File: config.mk
export PLATFORM = sky130hd
export DESIGN_NAME = serial_divider
export DESIGN_NICKNAME = d
export VERILOG_FILES = /design/src/rtl/rv_constants.sv /design/src/rtl/serial_divider.sv
export SDC_FILE = /design/constraint.sdc
export NUM_CORES = 1
export LEC_CHECK = 0
export ABC_AREA = 1
export CAP_MARGIN = 5
export CORE_MARGIN = 2
export CORE_UTILIZATION = 54
export CTS_BUF_LIST = sky130_fd_sc_hd__clkbuf_4 sky130_fd_sc_hd__clkbuf_8 sky130_fd_sc_hd__clkbuf_16
export DETAILED_ROUTE_END_ITERATION = 8
export MAX_ROUTING_LAYER = met4
export PLACE_DENSITY = 0.78
export REMOVE_ABC_BUFFERS = 1
export SLEW_MARGIN = 10
export SYNTH_ARGS = -nofsm -noshare
export SYNTH_HDL_FRONTEND = slang
export SYNTH_SLANG_ARGS = --single-unit
File: constraint.sdc
create_clock -name clock -period 2.3 [get_ports clock]
set_input_delay 0.23 -clock clock [delete_from_list [all_inputs] [get_ports clock]]
set_output_delay 0.23 -clock clock [all_outputs]
set_load 0.01 [all_outputs]
File: src/rtl/rv_constants.sv
// Shared RISC-V constants: ALU op codes plus the serial divider's state
// encoding and iteration count.
package rv_constants;

    localparam logic [4:0] ALU_ADD   = 5'd0;
    localparam logic [4:0] ALU_SUB   = 5'd1;
    localparam logic [4:0] ALU_AND   = 5'd2;
    localparam logic [4:0] ALU_OR    = 5'd3;
    localparam logic [4:0] ALU_XOR   = 5'd4;
    localparam logic [4:0] ALU_SLL   = 5'd5;
    localparam logic [4:0] ALU_SRL   = 5'd6;
    localparam logic [4:0] ALU_SRA   = 5'd7;
    localparam logic [4:0] ALU_SLT   = 5'd8;
    localparam logic [4:0] ALU_SLTU  = 5'd9;
    localparam logic [4:0] ALU_MUL   = 5'd10;
    localparam logic [4:0] ALU_MULH  = 5'd11;
    localparam logic [4:0] ALU_DIV   = 5'd12;
    localparam logic [4:0] ALU_DIVU  = 5'd13;
    localparam logic [4:0] ALU_REM   = 5'd14;
    localparam logic [4:0] ALU_REMU  = 5'd15;

    localparam int DIV_ITERATIONS = 32;
    localparam int DIV_COUNT_W    = 6;

    typedef enum logic [1:0] {
        DIV_IDLE = 2'd0,
        DIV_RUN  = 2'd1,
        DIV_DONE = 2'd2
    } div_state_e;

    function automatic logic is_div_op(input logic [4:0] fn);
        return (fn == ALU_DIV) || (fn == ALU_DIVU) || (fn == ALU_REM) || (fn == ALU_REMU);
    endfunction

    function automatic logic is_signed_div_op(input logic [4:0] fn);
        return (fn == ALU_DIV) || (fn == ALU_REM);
    endfunction

    function automatic logic is_quotient_op(input logic [4:0] fn);
        return (fn == ALU_DIV) || (fn == ALU_DIVU);
    endfunction

endpackage

File: src/rtl/serial_divider.sv
// Fixed-latency restoring divider: one shift-subtract step per cycle on operand
// magnitudes, sign correction applied when the result is latched into DONE.
module serial_divider
    import rv_constants::*;
(
    input  logic        clock,
    input  logic        reset,
    input  logic        start,
    input  logic [4:0]  alu_function,
    input  logic [31:0] operand_a,
    input  logic [31:0] operand_b,
    output logic        busy,
    output logic        done,
    output logic [31:0] result
);

    localparam logic [DIV_COUNT_W-1:0] LAST_COUNT = DIV_COUNT_W'(DIV_ITERATIONS);

    div_state_e             state_q, state_d;
    logic [DIV_COUNT_W-1:0] count_q, count_d;
    logic [31:0]            rem_q, rem_d;
    logic [31:0]            quo_q, quo_d;
    logic [31:0]            divisor_q, divisor_d;
    logic [4:0]             op_q, op_d;
    logic                   a_neg_q, a_neg_d;
    logic                   q_neg_q, q_neg_d;
    logic [31:0]            result_q, result_d;

    logic [32:0] rem_shift;
    logic [32:0] rem_diff;
    logic        in_signed;
    logic        in_a_neg;
    logic        in_b_neg;

    always_comb begin
        state_d   = state_q;
        count_d   = count_q;
        rem_d     = rem_q;
        quo_d     = quo_q;
        divisor_d = divisor_q;
        op_d      = op_q;
        a_neg_d   = a_neg_q;
        q_neg_d   = q_neg_q;
        result_d  = result_q;

        // Dividend bits enter the partial remainder from the top of the quotient
        // register; a clear bit 32 of the difference means the subtract fits.
        rem_shift = {rem_q, quo_q[31]};
        rem_diff  = rem_shift - {1'b0, divisor_q};

        in_signed = is_signed_div_op(alu_function);
        in_a_neg  = in_signed & operand_a[31];
        in_b_neg  = in_signed & operand_b[31];

        case (state_q)
            DIV_IDLE: begin
                if (start && is_div_op(alu_function)) begin
                    state_d   = DIV_RUN;
                    count_d   = '0;
                    rem_d     = '0;
                    op_d      = alu_function;
                    quo_d     = in_a_neg ? (32'd0 - operand_a) : operand_a;
                    divisor_d = in_b_neg ? (32'd0 - operand_b) : operand_b;
                    a_neg_d   = in_a_neg;
                    q_neg_d   = (in_a_neg ^ in_b_neg) && (operand_b != 32'd0);
                end
            end
            DIV_RUN: begin
                if (count_q == LAST_COUNT) begin
                    state_d = DIV_DONE;
                    // Divide-by-zero and signed overflow fall out of the plain
                    // magnitude division, so only the sign fix-up is needed here.
                    if (is_quotient_op(op_q)) begin
                        result_d = q_neg_q ? (32'd0 - quo_q) : quo_q;
                    end else begin
                        result_d = a_neg_q ? (32'd0 - rem_q) : rem_q;
                    end
                end else begin
                    count_d = count_q + 1'b1;
                    if (!rem_diff[32]) begin
                        rem_d = rem_diff[31:0];
                        quo_d = {quo_q[30:0], 1'b1};
                    end else begin
                        rem_d = rem_shift[31:0];
                        quo_d = {quo_q[30:0], 1'b0};
                    end
                end
            end
            DIV_DONE: begin
                state_d = DIV_IDLE;
            end
            default: begin
                state_d = DIV_IDLE;
            end
        endcase
    end

    always_ff @(posedge clock) begin
        if (reset) begin
            state_q   <= DIV_IDLE;
            count_q   <= '0;
            rem_q     <= '0;
            quo_q     <= '0;
            divisor_q <= '0;
            op_q      <= '0;
            a_neg_q   <= 1'b0;
            q_neg_q   <= 1'b0;
            result_q  <= '0;
        end else begin
            state_q   <= state_d;
            count_q   <= count_d;
            rem_q     <= rem_d;
            quo_q     <= quo_d;
            divisor_q <= divisor_d;
            op_q      <= op_d;
            a_neg_q   <= a_neg_d;
            q_neg_q   <= q_neg_d;
            result_q  <= result_d;
        end
    end

    assign busy   = (state_q != DIV_IDLE);
    assign done   = (state_q == DIV_DONE);
    assign result = result_q;

endmodule

==> metrics list, run 1 <==
- Worst Clk Skew: 14.1 ps
* Average wire per standard cell: 16.8 um
- After floorplanning, the core was sized to cover 0.0224 mm^2.
- Fill count: 2013
- The tool flagged a number of max-cap violations equal to 0.
- For this run, the register share of the synthesized area comes to 0.233.
- The number of placed instances, taps included, is 2545.
* Number of synthesized register bits: 142
- In the post-route analysis, the smallest setup slack over all paths is -92.9 ps.
* Transition at the pin with the smallest max-transition slack: 780 ps
- Total GRT Usage: 0.364
- RSZ-0062 raised after global routing: true
* Pin count of the biggest net entering global routing: 43
* Area occupied by multi-input gates: 0.00826 mm^2
* Violations in the final reports: setup timing
- Compared with the post-synthesis result, the final layout area differs by 27.9%.
- Flop-to-flop setup slack: -90 ps
- Number of cell rows: 55
- Of the total synthesized cell area, the portion taken by full adders, half adders and majority gates is 0.0406.
- Power density over cell area: 1320 mW/mm^2
- Clock network latency to the later pin of the worst-skew pair: 440 ps
- Detailed-route via count: 14600
- Dividing the synthesized area by the synthesized cell count gives 5.81 um^2.
- For this configuration, the core starts out at a cell density of 0.544.
* Ratio of cells with drive above 1 in the final layout: 0.149
- Post-route DRC violation count: 0
- Combinational family with the most area after synthesis: simple AND/OR/NAND/NOR gates
- CP Data Arrival Time: 2750 ps
- Number of buffers on the longest clock path: 2
* Number of design-rule violations left by the first detailed-router iteration: 1204
- Number of buffers added on ports: 105
- The critical path is of the register to register type.
* Clock root buffer master: sky130_fd_sc_hd__clkbuf_16
* Finished Core Util: 0.696
- TritonCTS Sinks: 142
* Worst slew margin relative to its limit: 0.479
* Number of standard cells after synthesis: 2101
- Based on the critical path, the design can be clocked at up to 418 MHz.
- The worst hold path belongs to the class input port to register.
- For this run, the number of Yosys warnings is 0.
- For this design the static power due to leakage is 7.59 nW.
- Of the total synthesized cell area, the portion taken by XOR and XNOR cells is 0.0187.
- Summing every instance area after synthesis gives 0.0122 mm^2.
- STA classifies the critical path startpoint as a register.
- The floorplan step set the die width to 154 um.
- The congestion estimate from routability-driven global placement came to 0.965.
* Multiplexer share of the synthesized area: 0
- After the last flow step, the layout net total stands at 2412.
* Post-synthesis compound-gate area fraction: 0.174
* Final Non-Filler Cells: 2599
* Vias per Instance: 5.63
- Antenna violations before repair: 0
- Worst setup EP type: register
- Antenna diode count: 0
- H-tree depth reported by CTS: 4
- Simple-gate area share of the yosys netlist: 0.401
* Overall routed net length: 43600 um
* Number of global-route vias before repair: 13500
- Leaving out fill and tap cells, the most frequent cells in the layout are sky130_fd_sc_hd__nand2_1, sky130_fd_sc_hd__inv_1, sky130_fd_sc_hd__nand3_1.
* Most common library cell in the layout ignoring fill and taps: sky130_fd_sc_hd__nand2_1
* Crit path time final: 2390 ps
- In the finished design, the share of the clock period the worst path needs comes to 1.04.
- The total count of hold-check failures in the final report is 0.
- The count of nets left with antenna violations once routing finished came out at 0.
- The die is 154 um tall.
* Required @ worst endpoint: 2660 ps
* Status: complete, but fails checks
* Async SR Flop Fraction: 0
* Prevailing post-synth register cell: sky130_fd_sc_hd__dfxtp_1
- Worst Path Max Fanout: 6
- The total overflow left after global routing is 0.
- Max-slew violations: 0
- Setup violations remaining at the end of the flow were counted as 27.
- Once detailed placement completed, the half-perimeter wirelength came to 33200 um.
* Maximum ir drop on the vdd rail: 1.26 mV
- CTS tree: done
- Area used by sequential logic in the layout: 0.00285 mm^2
* Number of search-and-repair iterations in the first detailed-routing pass: 7
- I/O pin count: 106
* Number of distinct library cells after synthesis: 50
- Hold-fix buffers, CTS: 0
- Clk slew on worst S/H paths: 70 ps
* Overall die area: 0.0238 mm^2
- Counting the buffers created by CTS gives 17.
- Yosys mapped a number of flops with a built-in enable equal to 0.
- The first global-routing pass estimated 68000 um of wire.
[power breakdown]
part | total (mW) | switching [mW] | internal [mW]
sequential | 2.78 | 0.174 | 2.60
clock | 2.86 | 1.21 | 1.64
combinational | 15.0 | 9.44 | 5.57
[critical path: stages (launching register included)]
cell and delay, ps:
sky130_fd_sc_hd__dfxtp_4 400, sky130_fd_sc_hd__inv_4 50, sky130_fd_sc_hd__ha_4 160, sky130_fd_sc_hd__fa_2 360
sky130_fd_sc_hd__inv_2 80, sky130_fd_sc_hd__nand2_2 50, sky130_fd_sc_hd__nand2_2 80, sky130_fd_sc_hd__nand3_2 70
sky130_fd_sc_hd__nand2_2 90, sky130_fd_sc_hd__nand2_4 60, sky130_fd_sc_hd__nand2_4 70, sky130_fd_sc_hd__nand2_4 90
sky130_fd_sc_hd__nand2_4 110, sky130_fd_sc_hd__buf_6 120, sky130_fd_sc_hd__nand2_8 80, sky130_fd_sc_hd__clkbuf_16 180
sky130_fd_sc_hd__nand3_2 50, sky130_fd_sc_hd__nand3_1 70, sky130_fd_sc_hd__a21oi_1 150
[flip-flops by register name, summed over array words and instances (netlist names)]
signal,count
divisor_q,32
quo_q,32
rem_q,32
result,32
count_q,6
op_q,4
state_q,2
a_neg_q,1
q_neg_q,1
[per-layer routing]
| layer | wire, um | up-vias | part of all wire | track usage |
|---|---|---|---|---|
| li1 | - | 7218 | - | - |
| met1 | 18100 | 6657 | 0.41 | 0.445 |
| met2 | 20700 | 641 | 0.47 | 0.613 |
| met3 | 2970 | 108 | 0.068 | 0.0426 |
| met4 | 1940 | 0 | 0.045 | 0.153 |
| met5 | 0 | - | 0 | - |
[Yosys cell counts (2+ instances only)]
master | count | area, um^2
sky130_fd_sc_hd__xor2_1 | 16 | 140
sky130_fd_sc_hd__nor4_1 | 7 | 43.8
sky130_fd_sc_hd__a21oi_2 | 13 | 114
sky130_fd_sc_hd__nor2_2 | 7 | 43.8
sky130_fd_sc_hd__nand3b_1 | 17 | 128
sky130_fd_sc_hd__nand3_2 | 11 | 110
sky130_fd_sc_hd__xnor2_1 | 10 | 87.6
sky130_fd_sc_hd__buf_2 | 14 | 70.1
sky130_fd_sc_hd__o22ai_1 | 17 | 106
sky130_fd_sc_hd__o21ai_0 | 146 | 731
sky130_fd_sc_hd__buf_6 | 3 | 33.8
sky130_fd_sc_hd__and3_1 | 3 | 18.8
sky130_fd_sc_hd__clkbuf_1 | 44 | 165
sky130_fd_sc_hd__o211ai_1 | 20 | 150
sky130_fd_sc_hd__nand2_1 | 534 | 2000
sky130_fd_sc_hd__o21bai_1 | 8 | 60.1
sky130_fd_sc_hd__o32ai_1 | 7 | 61.3
sky130_fd_sc_hd__inv_1 | 330 | 1240
sky130_fd_sc_hd__clkinv_1 | 2 | 7.51
sky130_fd_sc_hd__nand2_4 | 15 | 169
sky130_fd_sc_hd__buf_4 | 2 | 15.0
sky130_fd_sc_hd__and2_1 | 3 | 18.8
sky130_fd_sc_hd__nor3_2 | 2 | 20.0
sky130_fd_sc_hd__nand2_2 | 9 | 56.3
sky130_fd_sc_hd__nand2_8 | 2 | 40.0
sky130_fd_sc_hd__nor2_1 | 196 | 736
sky130_fd_sc_hd__a31oi_1 | 5 | 31.3
sky130_fd_sc_hd__nor3_1 | 30 | 150
sky130_fd_sc_hd__or2_2 | 6 | 37.5
sky130_fd_sc_hd__o21ai_1 | 6 | 30.0
sky130_fd_sc_hd__dfxtp_1 | 142 | 2840
sky130_fd_sc_hd__a21oi_1 | 154 | 771
sky130_fd_sc_hd__ha_1 | 38 | 475
sky130_fd_sc_hd__nand3_1 | 223 | 1120
sky130_fd_sc_hd__inv_2 | 16 | 60.1
sky130_fd_sc_hd__nand4_1 | 25 | 156
sky130_fd_sc_hd__o21ai_2 | 2 | 17.5
sky130_fd_sc_hd__buf_1 | 4 | 15.0
[layout make-up]
type	instances	area share
Inverter	348	0.0838
Tap cell	285	0.0228
Sequential cell	142	0.182
Multi-Input combinational cell	1546	0.529
Timing Repair Buffer	246	0.144
Clock inverter	13	0.00962
Clock buffer	19	0.0282
[per-stage QoR]
step | total power, mW | instance area [um^2] | hold slack (ps) | setup slack [ps] | TNS [ps]
after floorplan | 11.0 | 11900 | 292 | -1150 | -74070
after global placement | 14.4 | 14300 | 426 | -173 | -4740
after detailed placement | 14.7 | 14300 | 433 | -260 | -7320
after CTS | 19.3 | 15200 | 200 | -84.6 | -1590
after global routing | 22.0 | 15600 | 207 | -168 | -3710
final | 20.7 | 15600 | 201 | -92.9 | -1250
[repair_timing]
action | in CTS | in global routing
gates resized for setup | 40 | 68
gates cloned | 4 | 1
setup buffers | 10 | 7
pin swaps | 11 | 30
endpoints found under the setup margin | 33 | 38
[worst paths after layout]
kind / end / startpoint / depth (start not counted)
max reg2reg: rem_q[4] / quo_q[31] / 18
min reg2reg: op_q[4] / op_q[4] / 2
max: rem_q[4] / quo_q[31] / 18
min: rem_q[23] / reset / 2
[logic make-up after synthesis]
group	after synthesis
compound gates	383
simple gates	1095
xor+xnor	26
fa+ha+maj	39
flops	142
buf+inv	416
No activity file was read; power rests on OpenSTA's default activity.
==> run 2: changes to the inputs <==
CORE_UTILIZATION = 59   (was 54)
DONT_BUFFER_PORTS = 1   (was unset)
==> run 2 against run 1 <==
The run ends with hold timing, setup timing left. Cell area is 7.7% lower. Critical path type unchanged. Largest cell class unchanged. Clock power hardly changed. Combinational power is 8% lower.
==> metrics list, run 2 (synthesized netlist as in run 1, its figures left out) <==
- Detailed-route via count: 14200 (-3.0%)
* Type of origin of the critical path: register
- The global-route wire length before repair is 64400 um (-5.3%).
- Violations in the final reports: hold timing, setup timing
* Total half-perimeter wirelength after legalization and detailed placement: 31300 um (-5.6%)
- The total wirelength of the detailed-routed design is 42300 um (-3.0%).
* Post-route ant nets: 0 (unchanged)
- I/O pin count: 106 (unchanged)
- CTS tree: done
- Antenna diode count: 0 (unchanged)
- The number of fill cells is 1821 (-9.5%).
- Crit path time final: 2310 ps (-78.0 ps)
* Number of buffers on the longest clock path: 2 (unchanged)
- The total iterations of the first detailed-routing run was 5 (-2).
* Hold violation total from the final report: 1 (+1)
- Minimum setup slack after placement: -54.0 ps (+206 ps)
* Setup TNS: -17.0 ps (+1230 ps)
- The number of standard-cell rows in the floorplan was 52 (-5.5%).
- The number of max-slew violations in the final report was 0 (unchanged).
* Ratio of cells with drive above 1 in the final layout: 0.136 (-0.0124)
- The final-report setup violation count came to 2 (-93%).
* Antenna violations before repair: 0 (unchanged)
- Pin count of the biggest net entering global routing: 37 (-14%)
* Clock network latency to the later pin of the worst-skew pair: 440 ps (about the same)
- Vias per Instance: 5.77 (+2.6%)
- Max-Cap Viols: 0 (unchanged)
- The post-route worst setup slack came to -14.9 ps (+78.0 ps).
* NumNets Final: 2285 (-5.3%)
- The flow ran to the end, but the final reports show violations.
- The data arrival at the endpoint of the critical path is 2670 ps (-80 ps).
* Maximum ir drop on the vdd rail: 1.16 mV (-7.6%)
- The count of H-tree levels built during CTS came to 4 (unchanged).
- Path type of the worst setup path: register to register
* Clk slew on worst S/H paths: 70 ps (about the same)
* Final Non-Filler Cells: 2457 (-5.5%)
* TritonCTS Sinks: 142 (unchanged)
- The port buffer count came to 0 (-100%).
- Leaving out fill and tap cells, the most frequent cells in the layout are sky130_fd_sc_hd__nand2_1, sky130_fd_sc_hd__inv_1, sky130_fd_sc_hd__nand3_1.
- Relative area change from synthesis to final layout: 18.0%
- Cell total after placement: 2379 (-6.5%)
* Number of clock buffers inserted by TritonCTS: 17 (unchanged)
* Power density over cell area: 1350 mW/mm^2 (+2.2%)
- The final worst clock skew was 11.7 ps (-2.41 ps).
- The area of the core region is 0.0203 mm^2 (-9.5%).
- Maximum clock rate: 432 MHz (+3.4%)
- The number of global-route vias before repair was 12800 (-5.2%).
* Post-route DRC violation count: 0 (unchanged)
* Path type of the worst min-delay path: input port to register
- Average wire per standard cell: 17.2 um (+2.6%)
* Required @ worst endpoint: 2650 ps (about the same)
* Worst slew margin relative to its limit: 0.648 (+0.168)
* Leakage: 7.11 nW (-6.3%)
- RSZ-0062 raised after global routing: true
- Initial Util: 0.601 (+0.0572)
* GP Congestion: 0.978 (+1.4%)
* Final hold slack: -0.624 ps (-202 ps)
* Overall die width: 148 um (-4.2%)
- Overall die area: 0.0219 mm^2 (-8.3%)
- The die boundary height was 148 um (-4.2%).
- The post-route fraction of the period consumed by the critical path is 1.01 (-0.0339).
- Remaining Overflow, GRT: 0 (unchanged)
* Transition at the pin with the smallest max-transition slack: 528 ps (-252 ps)
* Worst setup EP type: register
* Clock root buffer master: sky130_fd_sc_hd__clkbuf_16
- The global routing usage summed across all routing layers is 0.380 (+0.0160).
- Worst Path Max Fanout: 6 (unchanged)
- Most common library cell in the layout ignoring fill and taps: sky130_fd_sc_hd__nand2_1
- The DRC violation total after the first TritonRoute iteration was 1251 (+3.9%).
-- run 2: cell types whose count changed in the layout (fill, tap and decap cells not counted), sizes merged --
cell / before / now
clkinv: 4 / 6
clkbuf: 20 / 22
inv: 353 / 348
clkdlybuf4s50: 104 / 0
buf: 141 / 91
nand2: 563 / 561
clkinvlp: 2 / 4
dlygate4sd3: 0 / 28
-- run 2: layer usage --
metal,share of wire,up-vias,track usage,wire [um]
li1,-,6957,-,-
met1,0.41,6473,0.464,17100
met2,0.47,632,0.635,20100
met3,0.072,121,0.0475,3050
met4,0.048,0,0.163,2050
met5,0,-,-,0
-- run 2: timing repair --
item                                    in CTS  in global routing
gates resized for setup                      4                102
buffers inserted                             0                 13
hold buffers                                29                  0
pin swaps                                    1                 23
endpoints found under the setup margin      32                 54
cloned                                       1                  3
endpoints found under the hold margin       60                  0
-- run 2: worst max-delay path: stages, from the launching register on --
cell and delay (ps):
sky130_fd_sc_hd__dfxtp_2 340, sky130_fd_sc_hd__inv_2 50, sky130_fd_sc_hd__ha_4 160, sky130_fd_sc_hd__fa_2 360
sky130_fd_sc_hd__inv_2 70, sky130_fd_sc_hd__nand2_2 50, sky130_fd_sc_hd__nand2_2 80, sky130_fd_sc_hd__nand3_2 70
sky130_fd_sc_hd__nand2_2 90, sky130_fd_sc_hd__nand2_4 60, sky130_fd_sc_hd__nand2_4 90, sky130_fd_sc_hd__nand2_8 80
sky130_fd_sc_hd__nand2_8 110, sky130_fd_sc_hd__nand2_8 110, sky130_fd_sc_hd__clkbuf_16 200, sky130_fd_sc_hd__nand3_2 70
sky130_fd_sc_hd__nand3_2 70, sky130_fd_sc_hd__a21oi_2 160
-- run 2: path summary, 6_finish.rpt --
path                 start  slack (ps)  cells past startpoint        end
min          operand_a[15]        -0.6                      3  quo_q[15]
min reg2reg        op_q[4]         440                      2    op_q[4]
max reg2reg      quo_q[31]         -10                     17  rem_q[17]
max              quo_q[31]         -10                     17  rem_q[17]
-- run 2: final cells by class --
cell class | count | area [um^2] | area share
Multi-Input combinational cell | 1544 | 8200 | 0.569
Sequential cell | 142 | 2850 | 0.198
Inverter | 348 | 1310 | 0.0907
Timing Repair Buffer | 121 | 1120 | 0.0777
Clock buffer | 20 | 454 | 0.0315
Tap cell | 270 | 338 | 0.0235
Clock inverter | 12 | 135 | 0.00938
-- run 2: power by group --
group	switching [mW]	internal, mW	total (mW)
clock network	1.18	1.65	2.84
registers	0.197	2.61	2.81
logic	8.85	4.97	13.8
total	10.2	9.23	19.5
-- run 2: per-stage QoR --
stage,instance area [um^2],total power [mW],hold WS [ps],utilization
3_5_place_dp,12900,14.2,309,0.633
3_3_place_gp,12900,13.9,307,0.633
4_1_cts,13800,17.2,0.791,0.679
5_1_grt,14400,20.8,13.2,0.710
6_report,14400,19.5,-0.624,0.710
2_1_floorplan,11900,11.0,292,-
==> run 3: changes to the inputs <==
CORE_UTILIZATION = 66   (was 59)
PLACE_DENSITY = 0.82   (was 0.78)
clock period = 2.55 ns   (was 2.3 ns; I/O delays follow)
==> run 3 against run 2 <==
The run now ends clean. Total power is 17% lower. Largest power group unchanged. Cell area down 7.3%. Sequential share of layout area rose by 1.5 points. Worst setup slack better by 91 ps. Non-clock buffer count is 58 lower. Via count fell by 0.38%. Highest routed layer unchanged. Routed wire length shrank 2.3%.
==> metrics list, run 3 (synthesized netlist as in run 1, its figures left out) <==
* Antenna diode count: 0 (unchanged)
* Post-route DRC violation count: 0 (unchanged)
* Worst setup EP type: register
* Setup TNS: 0 ps (+17.0 ps)
- Ratio of cells with drive above 1 in the final layout: 0.0864 (-0.0498)
- The relative slew slack was 0.371 (-0.276).
- The insertion delay to the later sink of the worst-skew pair was 440 ps (about the same).
- Clock root buffer master: sky130_fd_sc_hd__clkbuf_16
- The width of the die came to 140 um (-5.3%).
- Met1 layer usage reported by global route: 0.520 (+0.0558)
- The port buffer count is 0 (unchanged).
- The critical path data required time is 2920 ps (+270 ps).
* Launching point of the worst reg2reg path: rem_q[9]
* I/O pin count: 106 (unchanged)
* Pin count of the biggest net entering global routing: 49 (+32%)
- The number of buffer and inverter stages on the critical path was 2 (-1).
* Average wire per standard cell: 17.5 um (+1.8%)
- Standard cell area after detailed placement: 0.0126 mm^2 (-2.4%)
- Hold violation total from the final report: 0 (-1)
- The critical path starts at rem_q[9].
* NumNets Final: 2227 (-2.5%)
- From synthesis to final layout, the design area changed by 9.38%.
* Total of endpoints with negative setup slack in the final report: 0 (-2)
* Die height: 140 um (-5.3%)
- Total Power Consumption: 16.2 mW (-17%)
* Worst Clk Skew: 11.6 ps (-0.116 ps)
* Total GRT Usage: 0.421 (+0.0403)
- In this run the most used layer during global routing was met2.
- Post-route ant nets: 0 (unchanged)
* Number of global-route vias before repair: 12900 (+0.57%)
* Path type of the worst setup path: register to register
- Total half-perimeter wirelength after legalization and detailed placement: 31600 um (+0.81%)
- TritonCTS Sinks: 142 (unchanged)
- Number of cell rows: 49 (-5.8%)
- The number of fill cells was 1550 (-15%).
- The buffer depth of the longest clock path came to 2 (unchanged).
- For this design, the slowest cell found on the critical path is sky130_fd_sc_hd__dfxtp_1.
- The area taken by flip-flops and latches came to 0.00284 mm^2 (-0.35%).
- Kind of cell adding the most delay to the critical path: simple AND/OR/NAND/NOR gates
- Maximum clock rate: 404 MHz (-6.4%)
* Number of clock buffers inserted by TritonCTS: 17 (unchanged)
- The post-detailed-route via-to-cell ratio is 5.99 (+3.8%).
* GP Congestion: 1.02 (+4.1%)
- Leakage: 6.67 nW (-6.1%)
* Commonest non-fill, non-tap cells in the layout: sky130_fd_sc_hd__nand2_1, sky130_fd_sc_hd__inv_1, sky130_fd_sc_hd__nand3_1
- The power density over the cells was 1210 mW/mm^2 (-10%).
* Cells traversed along the worst timing path: ha_1 -> nand2_1 -> inv_2 -> nand2_1 -> nand2_2 -> a21oi_2 -> nand2_4 -> nand2_4 -> nand2_4 -> nand2_8 -> nand2_8 -> buf_4 -> nand2_4 -> nand3_2 -> a21oi_2
- The total iterations of the first detailed-routing run is 6 (+1).
- The run finished with clean final reports.
- Detailed-route via count: 14100 (-0.38%)
- The met2 track demand over resource in global routing came to 0.660 (+0.0244).
* Global-route wire length before repair: 64700 um (+0.42%)
* Overall routed net length: 41400 um (-2.3%)
- Worst Path Max Fanout: 20 (+14)
* Max-slew violations: 0 (unchanged)
- The DRC violation total after the first TritonRoute iteration was 1723 (+38%).
* CORE AREA: 0.0180 mm^2 (-11%)
- Maximum ir drop on the vdd rail: 0.943 mV (-19%)
- Path type of the worst min-delay path: input port to register
- Area occupied by multi-input gates: 0.00779 mm^2 (-5.0%)
- Type of origin of the critical path: register
- Crit path time final: 2470 ps (+159 ps)
- The post-route fraction of the period consumed by the critical path came to 0.970 (-0.0364).
- In this run the most critical hold path is launched from operand_b[11].
* Remaining Overflow, GRT: 0 (unchanged)
* Max-Cap Viols: 0 (unchanged)
- The global-route track usage on met3 came to 0.0721 (+0.0246).
* Overall die area: 0.0196 mm^2 (-10%)
- The data arrival at the endpoint of the critical path is 2840 ps (+170 ps).
- Clk slew on worst S/H paths: 70 ps (about the same)
- H-tree depth reported by CTS: 4 (unchanged)
- Final hold slack: 19.7 ps (+20.3 ps)
* Cell area after layout: 0.0134 mm^2 (-7.3%)
- The initial antenna violation count was 0 (unchanged).
- TritonCTS built the clock tree.
* Max stage delay on crit path: 560 ps (+200 ps)
* Initial Util: 0.677 (+0.0759)
- Most common library cell in the layout ignoring fill and taps: sky130_fd_sc_hd__nand2_1
- Most frequent cell on the critical path: sky130_fd_sc_hd__nand2_4
- The transition at the pin with the smallest max-transition slack is 942 ps (+414 ps).
-- run 3: final timing paths --
| check | slack (ps) | end | depth (start not counted) |
|---|---|---|---|
| hold reg to reg | 470 | divisor_q[26] | 2 |
| hold / removal | 20 | divisor_q[11] | 2 |
| setup / recovery | 80 | rem_q[26] | 15 |
| setup reg to reg | 80 | rem_q[26] | 15 |
-- run 3: metal layers --
layer,part of all wire,up-vias
li1,-,6842
met1,0.39,6319
met2,0.45,821
met3,0.10,147
met4,0.058,0
met5,0,-
-- run 3: through the flow --
| step | setup slack [ps] | instances | utilization |
|---|---|---|---|
| finish | 76.3 | 2358 | 0.741 |
| global route | -23.9 | 2358 | 0.741 |
| CTS | 69.2 | 2349 | 0.735 |
| detailed placement | 92.3 | 2311 | 0.696 |
| global placement | 183 | 2311 | 0.696 |
| floorplan | -895 | 2033 | - |
-- run 3: cell type report --
type                            instances  area share
Multi-Input combinational cell       1544       0.583
Sequential cell                       142       0.213
Clock inverter                         15      0.0144
Clock buffer                           17      0.0319
Timing Repair Buffer                   63      0.0381
Tap cell                              229      0.0215
Inverter                              348      0.0978
-- run 3: timing repair --
action | 4_1_cts | 5_1_grt
hold buffers | 6 | 0
buffers inserted | 0 | 8
endpoints found under the setup margin | 0 | 33
hold endpoints to repair | 52 | 0
resized for setup | 0 | 7
-- run 3: power breakdown --
part	switching, mW	internal [mW]	leakage [nW]	total [mW]
Clock	1.14	1.49	0.298	2.63
Combinational	7.36	3.67	5.22	11.0
Sequential	0.205	2.35	1.15	2.55
Total	8.70	7.51	6.67	16.2
